**src/rtl/id_ex_stage.sv**
```systemverilog
// id_ex_stage: single-entry ID/EX pipeline register with ALU-control decode and
// per-operand forwarding, compiled in only when ID_EX_FORWARD_EN is defined.
module id_ex_fwd #(
    parameter int DATA_W = 32,
    parameter int REG_AW = 5
) (
    input  logic [REG_AW-1:0] addr,
    input  logic [DATA_W-1:0] raw,
    input  logic              exmem_regwrite,
    input  logic [REG_AW-1:0] exmem_rd,
    input  logic [DATA_W-1:0] exmem_result,
    input  logic              memwb_regwrite,
    input  logic [REG_AW-1:0] memwb_rd,
    input  logic [DATA_W-1:0] memwb_result,
    output logic [DATA_W-1:0] val
);
`ifdef ID_EX_FORWARD_EN
    logic exmem_hit, memwb_hit;

    // r0 is hardwired zero, so a pending write to it must never be forwarded
    assign exmem_hit = exmem_regwrite && (exmem_rd == addr) && (addr != '0);
    assign memwb_hit = memwb_regwrite && (memwb_rd == addr) && (addr != '0);

    always_comb begin
        val = raw;
        if (exmem_hit)
            val = exmem_result;
        else if (memwb_hit)
            val = memwb_result;
    end
`else
    logic unused_fwd;
    assign unused_fwd = ^{addr, exmem_regwrite, exmem_rd, exmem_result,
                          memwb_regwrite, memwb_rd, memwb_result};
    assign val = raw;
`endif
endmodule

module id_ex_stage #(
    parameter int DATA_W = 32,
    parameter int REG_AW = 5
) (
    input  logic              clk,
    input  logic              rst_n,
    input  logic              in_valid,
    output logic              in_ready,
    input  logic [DATA_W-1:0] rs_data,
    input  logic [DATA_W-1:0] rt_data,
    input  logic [DATA_W-1:0] imm,
    input  logic [REG_AW-1:0] rs_addr,
    input  logic [REG_AW-1:0] rt_addr,
    input  logic [REG_AW-1:0] rd_addr,
    input  logic              alusrc,
    input  logic [1:0]        aluop,
    input  logic [5:0]        funct,
    input  logic              regwrite,
    input  logic              exmem_regwrite,
    input  logic [REG_AW-1:0] exmem_rd,
    input  logic [DATA_W-1:0] exmem_result,
    input  logic              memwb_regwrite,
    input  logic [REG_AW-1:0] memwb_rd,
    input  logic [DATA_W-1:0] memwb_result,
    input  logic              stall,
    input  logic              flush,
    output logic              out_valid,
    input  logic              out_ready,
    output logic [DATA_W-1:0] alu_a,
    output logic [DATA_W-1:0] alu_b,
    output logic [3:0]        alu_op,
    output logic [DATA_W-1:0] out_rt_data,
    output logic [REG_AW-1:0] out_rd,
    output logic              out_regwrite
);
    localparam int NUM_OPS = 2;

    typedef struct packed {
        logic [DATA_W-1:0] a;
        logic [DATA_W-1:0] b;
        logic [DATA_W-1:0] rt;
        logic [3:0]        op;
        logic [REG_AW-1:0] rd;
        logic              regwrite;
    } ex_entry_t;

    logic [NUM_OPS-1:0][REG_AW-1:0] op_addr;
    logic [NUM_OPS-1:0][DATA_W-1:0] op_raw;
    logic [NUM_OPS-1:0][DATA_W-1:0] op_fwd;
    logic [3:0]                     op_dec;
    logic                           vld_q;
    logic                           capture;
    ex_entry_t                      ent_q;
    ex_entry_t                      ent_d;

    // operand 0 is rs, operand 1 is rt
    assign op_addr = {rt_addr, rs_addr};
    assign op_raw  = {rt_data, rs_data};

    for (genvar g = 0; g < NUM_OPS; g++) begin : g_fwd
        id_ex_fwd #(.DATA_W(DATA_W), .REG_AW(REG_AW)) u_fwd (
            .addr          (op_addr[g]),
            .raw           (op_raw[g]),
            .exmem_regwrite(exmem_regwrite),
            .exmem_rd      (exmem_rd),
            .exmem_result  (exmem_result),
            .memwb_regwrite(memwb_regwrite),
            .memwb_rd      (memwb_rd),
            .memwb_result  (memwb_result),
            .val           (op_fwd[g])
        );
    end

    always_comb begin
        op_dec = 4'b1111;
        case (aluop)
            2'b00: op_dec = 4'b0010;
            2'b01: op_dec = 4'b0110;
            2'b11: op_dec = 4'b0001;
            default: begin
                case (funct)
                    6'b100000: op_dec = 4'b0010;
                    6'b100010: op_dec = 4'b0110;
                    6'b100100: op_dec = 4'b0000;
                    6'b100101: op_dec = 4'b0001;
                    6'b101010: op_dec = 4'b0111;
                    6'b100111: op_dec = 4'b1100;
                    6'b000000: op_dec = 4'b1101;
                    default:   op_dec = 4'b1111;
                endcase
            end
        endcase
    end

    always_comb begin
        ent_d          = '0;
        ent_d.a        = op_fwd[0];
        ent_d.b        = alusrc ? imm : op_fwd[1];
        ent_d.rt       = op_fwd[1];
        ent_d.op       = op_dec;
        ent_d.rd       = rd_addr;
        ent_d.regwrite = regwrite;
    end

    assign in_ready = !stall && (!vld_q || out_ready);
    assign capture  = in_valid && in_ready;

    // flush beats stall beats capture; an unaccepted entry simply holds
    always_ff @(posedge clk or negedge rst_n) begin
        if (!rst_n) begin
            vld_q <= 1'b0;
            ent_q <= '0;
        end else if (flush) begin
            vld_q          <= 1'b0;
            ent_q.regwrite <= 1'b0;
        end else if (stall) begin
            vld_q <= vld_q;
        end else if (capture) begin
            vld_q <= 1'b1;
            ent_q <= ent_d;
        end else if (out_ready) begin
            vld_q          <= 1'b0;
            ent_q.regwrite <= 1'b0;
        end
    end

    assign out_valid    = vld_q;
    assign alu_a        = ent_q.a;
    assign alu_b        = ent_q.b;
    assign alu_op       = ent_q.op;
    assign out_rt_data  = ent_q.rt;
    assign out_rd       = ent_q.rd;
    assign out_regwrite = ent_q.regwrite;
endmodule

```
**config.mk**
```make
export PLATFORM = sky130hd
export DESIGN_NAME = id_ex_stage
export DESIGN_NICKNAME = d
export VERILOG_FILES = /design/src/rtl/id_ex_stage.sv
export SDC_FILE = /design/constraint.sdc
export NUM_CORES = 1
export LEC_CHECK = 0
export ABC_AREA = 1
export BUFFER_PORTS_ARGS = -buffer_cell sky130_fd_sc_hd__buf_2
export CORE_AREA = 5 5 117 119
export DETAILED_ROUTE_END_ITERATION = 16
export DIE_AREA = 0 0 122 124
export GPL_ROUTABILITY_DRIVEN = 0
export PLACE_DENSITY = 0.73
export SYNTH_ARGS = -nofsm -noshare
export SYNTH_HDL_FRONTEND = slang
export SYNTH_SLANG_ARGS = --single-unit
```
**constraint.sdc**
```tcl
create_clock -name clk -period 2.3 [get_ports clk]
set_input_delay 0.46 -clock clk [delete_from_list [all_inputs] [get_ports clk]]
set_output_delay 0.46 -clock clk [all_outputs]
set_load 0.01 [all_outputs]
```
# --- Word-level counts from Yosys, hierarchy flattened ---
# Cells that the tools add are included.
classes:
  n_reduce_logical: 10
  n_mux: 10
  n_bitwise: 2
  eq_ne: 9
op_table:
  columns: ["op", "count"]
  rows:
  - ["$eq 6x6->1 const B", 6]
  - ["$mux 32", 1]
  - ["$pmux 4 s7", 1]
  - ["$pmux 4 s3", 1]
  - ["$mux 1", 7]
  - ["$logic_not 6->1", 1]
  - ["$reduce_and 3->1", 1]
  - ["$reduce_bool 3->1", 1]
  - ["$eq 2x1->1 const B", 1]
  - ["$eq 2x2->1 const B", 1]
  - ["$logic_and 1x1->1", 2]
  - ["$logic_not 1->1", 2]
  - ["$logic_not 2->1", 1]
  - ["$ne 2x1->1 const B", 1]
  - ["$not 1->1", 2]
  - ["$reduce_and 2->1", 1]
  - ["$logic_or 1x1->1", 1]
word_totals:
  out_inout_bits: 108
  ff_bits: 107
  in_bits: 203

# --- Longest topological paths before layout ---
logic_depth:
  word_depth: 7
  ltp_mapped: 9
  depth_no_buf: 9

# --- Cells and area by module ---
# Synthesis repeated with hierarchy kept, for this count alone.
hier_totals:
  cells_unflattened: 630
  area_unflattened_um2: 5117.4
by_module_without_submodules:
  columns: ["mod", "instances", "cells_per_inst", "area_each_um2", "seq_area_each_um2"]
  rows:
  - ["id_ex_stage", 1, 566, 4636.9, 2677.6]
  - ["id_ex_fwd", 2, 32, 240.2, 0.0]

# --- Worst setup path after synthesis ---
# No wires, ideal clock.
synth_path:
  path_kind: "input port to flip-flop"
  from: "in out_ready"
  to: "reg ent_q, in the netlist alu_a[30]"
  required_time_ps: 2184
  arrival_time_ps: 1248
  setup_ps: 116
  cell_stages: 7
  path_slack_ps: 936
  cell_sequence: "inv_1 > a21oi_4 > nand3_2 > buf_4 > buf_2 > nand2_1 > nand2_1"
synth_via:
  elab_chain_len: 4
synth_rtl:
  columns: ["element", "line", "text"]
  rows:
  - ["start, declared", "66", "input logic out_ready,"]
  - ["$logic_or 1x1->1", "143", "assign in_ready = !stall && (!vld_q || out_ready);"]
  - ["$logic_and 1x1->1", "143", null]
  - ["via in_ready", "46", "output logic in_ready,"]
  - ["$logic_and 1x1->1", "144", "assign capture = in_valid && in_ready;"]
  - ["$reduce_and 3->1 (no source line)", null, null]
  - ["end signal, assigned", "158", "ent_q <= ent_d;"]
  - ["end, declared", "91", "ex_entry_t ent_q;"]
# The timed path passes the listed nets, and every way through them passes these cells.
# A chain may end at the register's enable or synchronous reset.

# --- Worst setup path after layout ---
layout_path:
  from: "reg vld_q (netlist: out_valid)"
  to: "out in_ready"
layout_via:
  elab_chain_len: 3
layout_rtl:
  columns: ["element", "line", "text"]
  rows:
  - ["start, declared", "89", "logic vld_q;"]
  - ["start signal, assigned", "155", "vld_q <= vld_q;"]
  - ["$logic_not 1->1", "143", null]
  - ["$logic_or 1x1->1", "143", null]
  - ["$logic_and 1x1->1", "143", null]
  - ["end, declared", "46", null]
# Every way passes these cells.

==> impl_metrics.tcl <==
set metrics [dict create \
    status "finished, final reports clean" \
    design_area_um2 6190 \
    max_slew_margin_pct 61.9 \
    synth_nets 770 \
    cp.required_ps 1840 \
    vias 4202 \
    dieArea_um2 15100 \
    cts_tree "done" \
    fmax_mhz 629 \
    setup_viol 0 \
    fin_nets 981 \
    yosysUniqueCellTypes 19 \
    endpoint_kind "output pin" \
    syn-cell-area_um2 4610 \
    grt_max_degree 139 \
    synthCells 567 \
    dr.pass1.iters 5 \
    grt_usage_pct 16.3 \
    grt_busiest_layer "met2" \
    worst_pin_slew_ps 571 \
    grt_use_met1_pct 21.2 \
    grt_use_met2_pct 26.1 \
    overflow 0 \
    worstSkewPairLatency_ps 340 \
    ys_ff_latch 107 \
    clock_sinks 107 \
    grtUsageMet3_pct 4.90 \
    hold_viol 0 \
    cts_hold_buf 0 \
    startpoint_type "register" \
    fill_cells 1227 \
    hp-class "primary input to async pin" \
    timing.max_cap.violations 0 \
    fin_crit_sh_pct 69.1 \
    drtAntennaViolNets 0 \
    grt_pass1_wl_um 19700 \
    powerDensity_nw_per_um2 848 \
    irDropWorstVdd_v 0.000312 \
    ctsLongestPathBuffers 2 \
    area_delta_synth_final_pct 34.4 \
    syn-mean-instance-area_um2 8.13 \
    p_leak_nw 3.66 \
    via_per_inst 4.40 \
    fp.coreArea_um2 12500 \
    die_h_um 124 \
    diodes 0 \
    antenna_found_initial 2 \
    port_buffers 224 \
    yosys_warnings 0 \
    dp_cells 939 \
    wl_per_cell_um 13.2 \
    synth-seq-area-share_pct 58.1 \
    final_layout_size_suffix_gt1_share_pct 31.9 \
    clk_pin_slew_worst_paths_ps 70 \
    tns_ps 0 \
    crit_fanout 3 \
    place_hpwl_um 8950 \
    cts_resized 0 \
    cts_setup_buffers 0 \
    io_pins 311 \
    grt_setup_unrepaired "false" \
    die_x_um 122 \
    critPathArrivalTime_ps 1130 \
    grt_pass1_vias 3978 \
    finClkSkew_ps 6.42 \
    min_period_ps 1590 \
    tritoncts.num_buffers 9 \
    totalWireLength_um 12600 \
    placementRows 41 \
    htree_levels 3 \
    dr.first_iter.drc_count 234 \
    start_util_pct 37.0 \
    final_cells 955 \
    placed_area_um2 5850 \
    slew_violations 0 \
    cts_root_buffer "clkbuf_16" \
    drc 0 \
    path_class "register to output pin" \
]
-- report_power, final --
group	leakage [nW]	internal, W	switching (W)
logic	2.17	0.000486	0.000660
registers	1.33	0.00222	0.000170
clock network	0.158	0.00102	0.000698
-- final timing paths --
path / cells past startpoint / slack, ps / startpoint / endpoint
max: 2 / 710 / out_valid / in_ready
min reg2reg: 2 / 470 / alu_op[0] / alu_op[0]
max reg2reg: 6 / 750 / out_valid / out_rt_data[14]
max in group asynchronous: 2 / 1680 / rst_n / alu_a[31]
min in group clk: 3 / 310 / rs_data[17] / alu_a[17]
min: 2 / 190 / rst_n / alu_a[12]
-- per-stage QoR --
step           power (W)  utilization (%)  hold WS, ps  setup WS (ps)
4_1_cts          0.00533             49.7          211            686
5_1_grt          0.00556             49.7          241            580
2_1_floorplan    0.00298                -          164            936
6_report         0.00525             49.7          186            710
3_5_place_dp     0.00359             47.0          460            576
3_3_place_gp     0.00356             47.0          457            597
-- cell usage in the layout (no fill, tap or decap) --
cell type,netlist,layout
a21oi_4,1,1
clkbuf_8,0,2
buf_12,0,4
buf_2,9,223
nor2_1,12,12
nand3_1,6,6
nor3_2,1,1
nor3_1,1,1
o21ai_0,37,37
a21oi_1,1,1
bufinv_16,0,2
clkinvlp_4,0,2
dfrtp_1,107,107
buf_4,8,2
inv_1,46,46
or2_2,1,1
clkbuf_16,0,9
nand2_1,291,291
o21ai_1,32,32
inv_2,1,1
nand3_4,0,1
inv_6,0,1
-- registers in the layout (all words and copies together), names as in the netlist --
register and flops:
alu_a 32, alu_b 32, out_rt_data 32, out_regwrite 1, out_rd 5, alu_op 4, out_valid 1
-- logic make-up after synthesis --
logic type / Yosys count / share of synthesized area (%)
simple gates: 313 / 26.0
flops: 107 / 58.1
buf+inv: 76 / 7.90
compound gates: 71 / 7.96
-- routing by layer --
metal / part of all wire (%) / wire (um)
met3: 8.6 / 1090
met1: 43 / 5380
met5: 0.17 / 21
met2: 47 / 5950
met4: 1.5 / 190
-- synthesized netlist by cell type --
| cell | n | area (um^2) |
|---|---|---|
| nand2_1 | 291 | 1090 |
| o21ai_0 | 37 | 185 |
| inv_1 | 46 | 173 |
| inv_2 | 1 | 3.75 |
| dfrtp_1 | 107 | 2680 |
| clkbuf_1 | 4 | 15.0 |
| nand3_2 | 1 | 10.0 |
| nor3_1 | 1 | 5.00 |
| a21oi_1 | 1 | 5.00 |
| buf_4 | 8 | 60.1 |
| buf_1 | 3 | 11.3 |
| nor2_1 | 12 | 45.0 |
| buf_6 | 5 | 56.3 |
| nor3_2 | 1 | 10.0 |
| buf_2 | 9 | 45.0 |
| a21oi_4 | 1 | 16.3 |
| nand3_1 | 6 | 30.0 |
| o21ai_1 | 32 | 160 |
| or2_2 | 1 | 6.26 |
-- area by class of cell --
type	count	area, um^2	area share [%]
Sequential cell	107	2680	43.3
Clock buffer	11	253	4.08
Inverter	47	176	2.85
Timing Repair Buffer	229	1210	19.6
Tap cell	172	215	3.48
Multi-Input combinational cell	384	1570	25.4
Clock inverter	5	83.8	1.35
-- worst max-delay path, cell delays in order (launching register included) --
cell and delay, ps:
dfrtp_1 430, a21oi_4 210, buf_2 160
No activity file was read; power rests on OpenSTA's default activity.
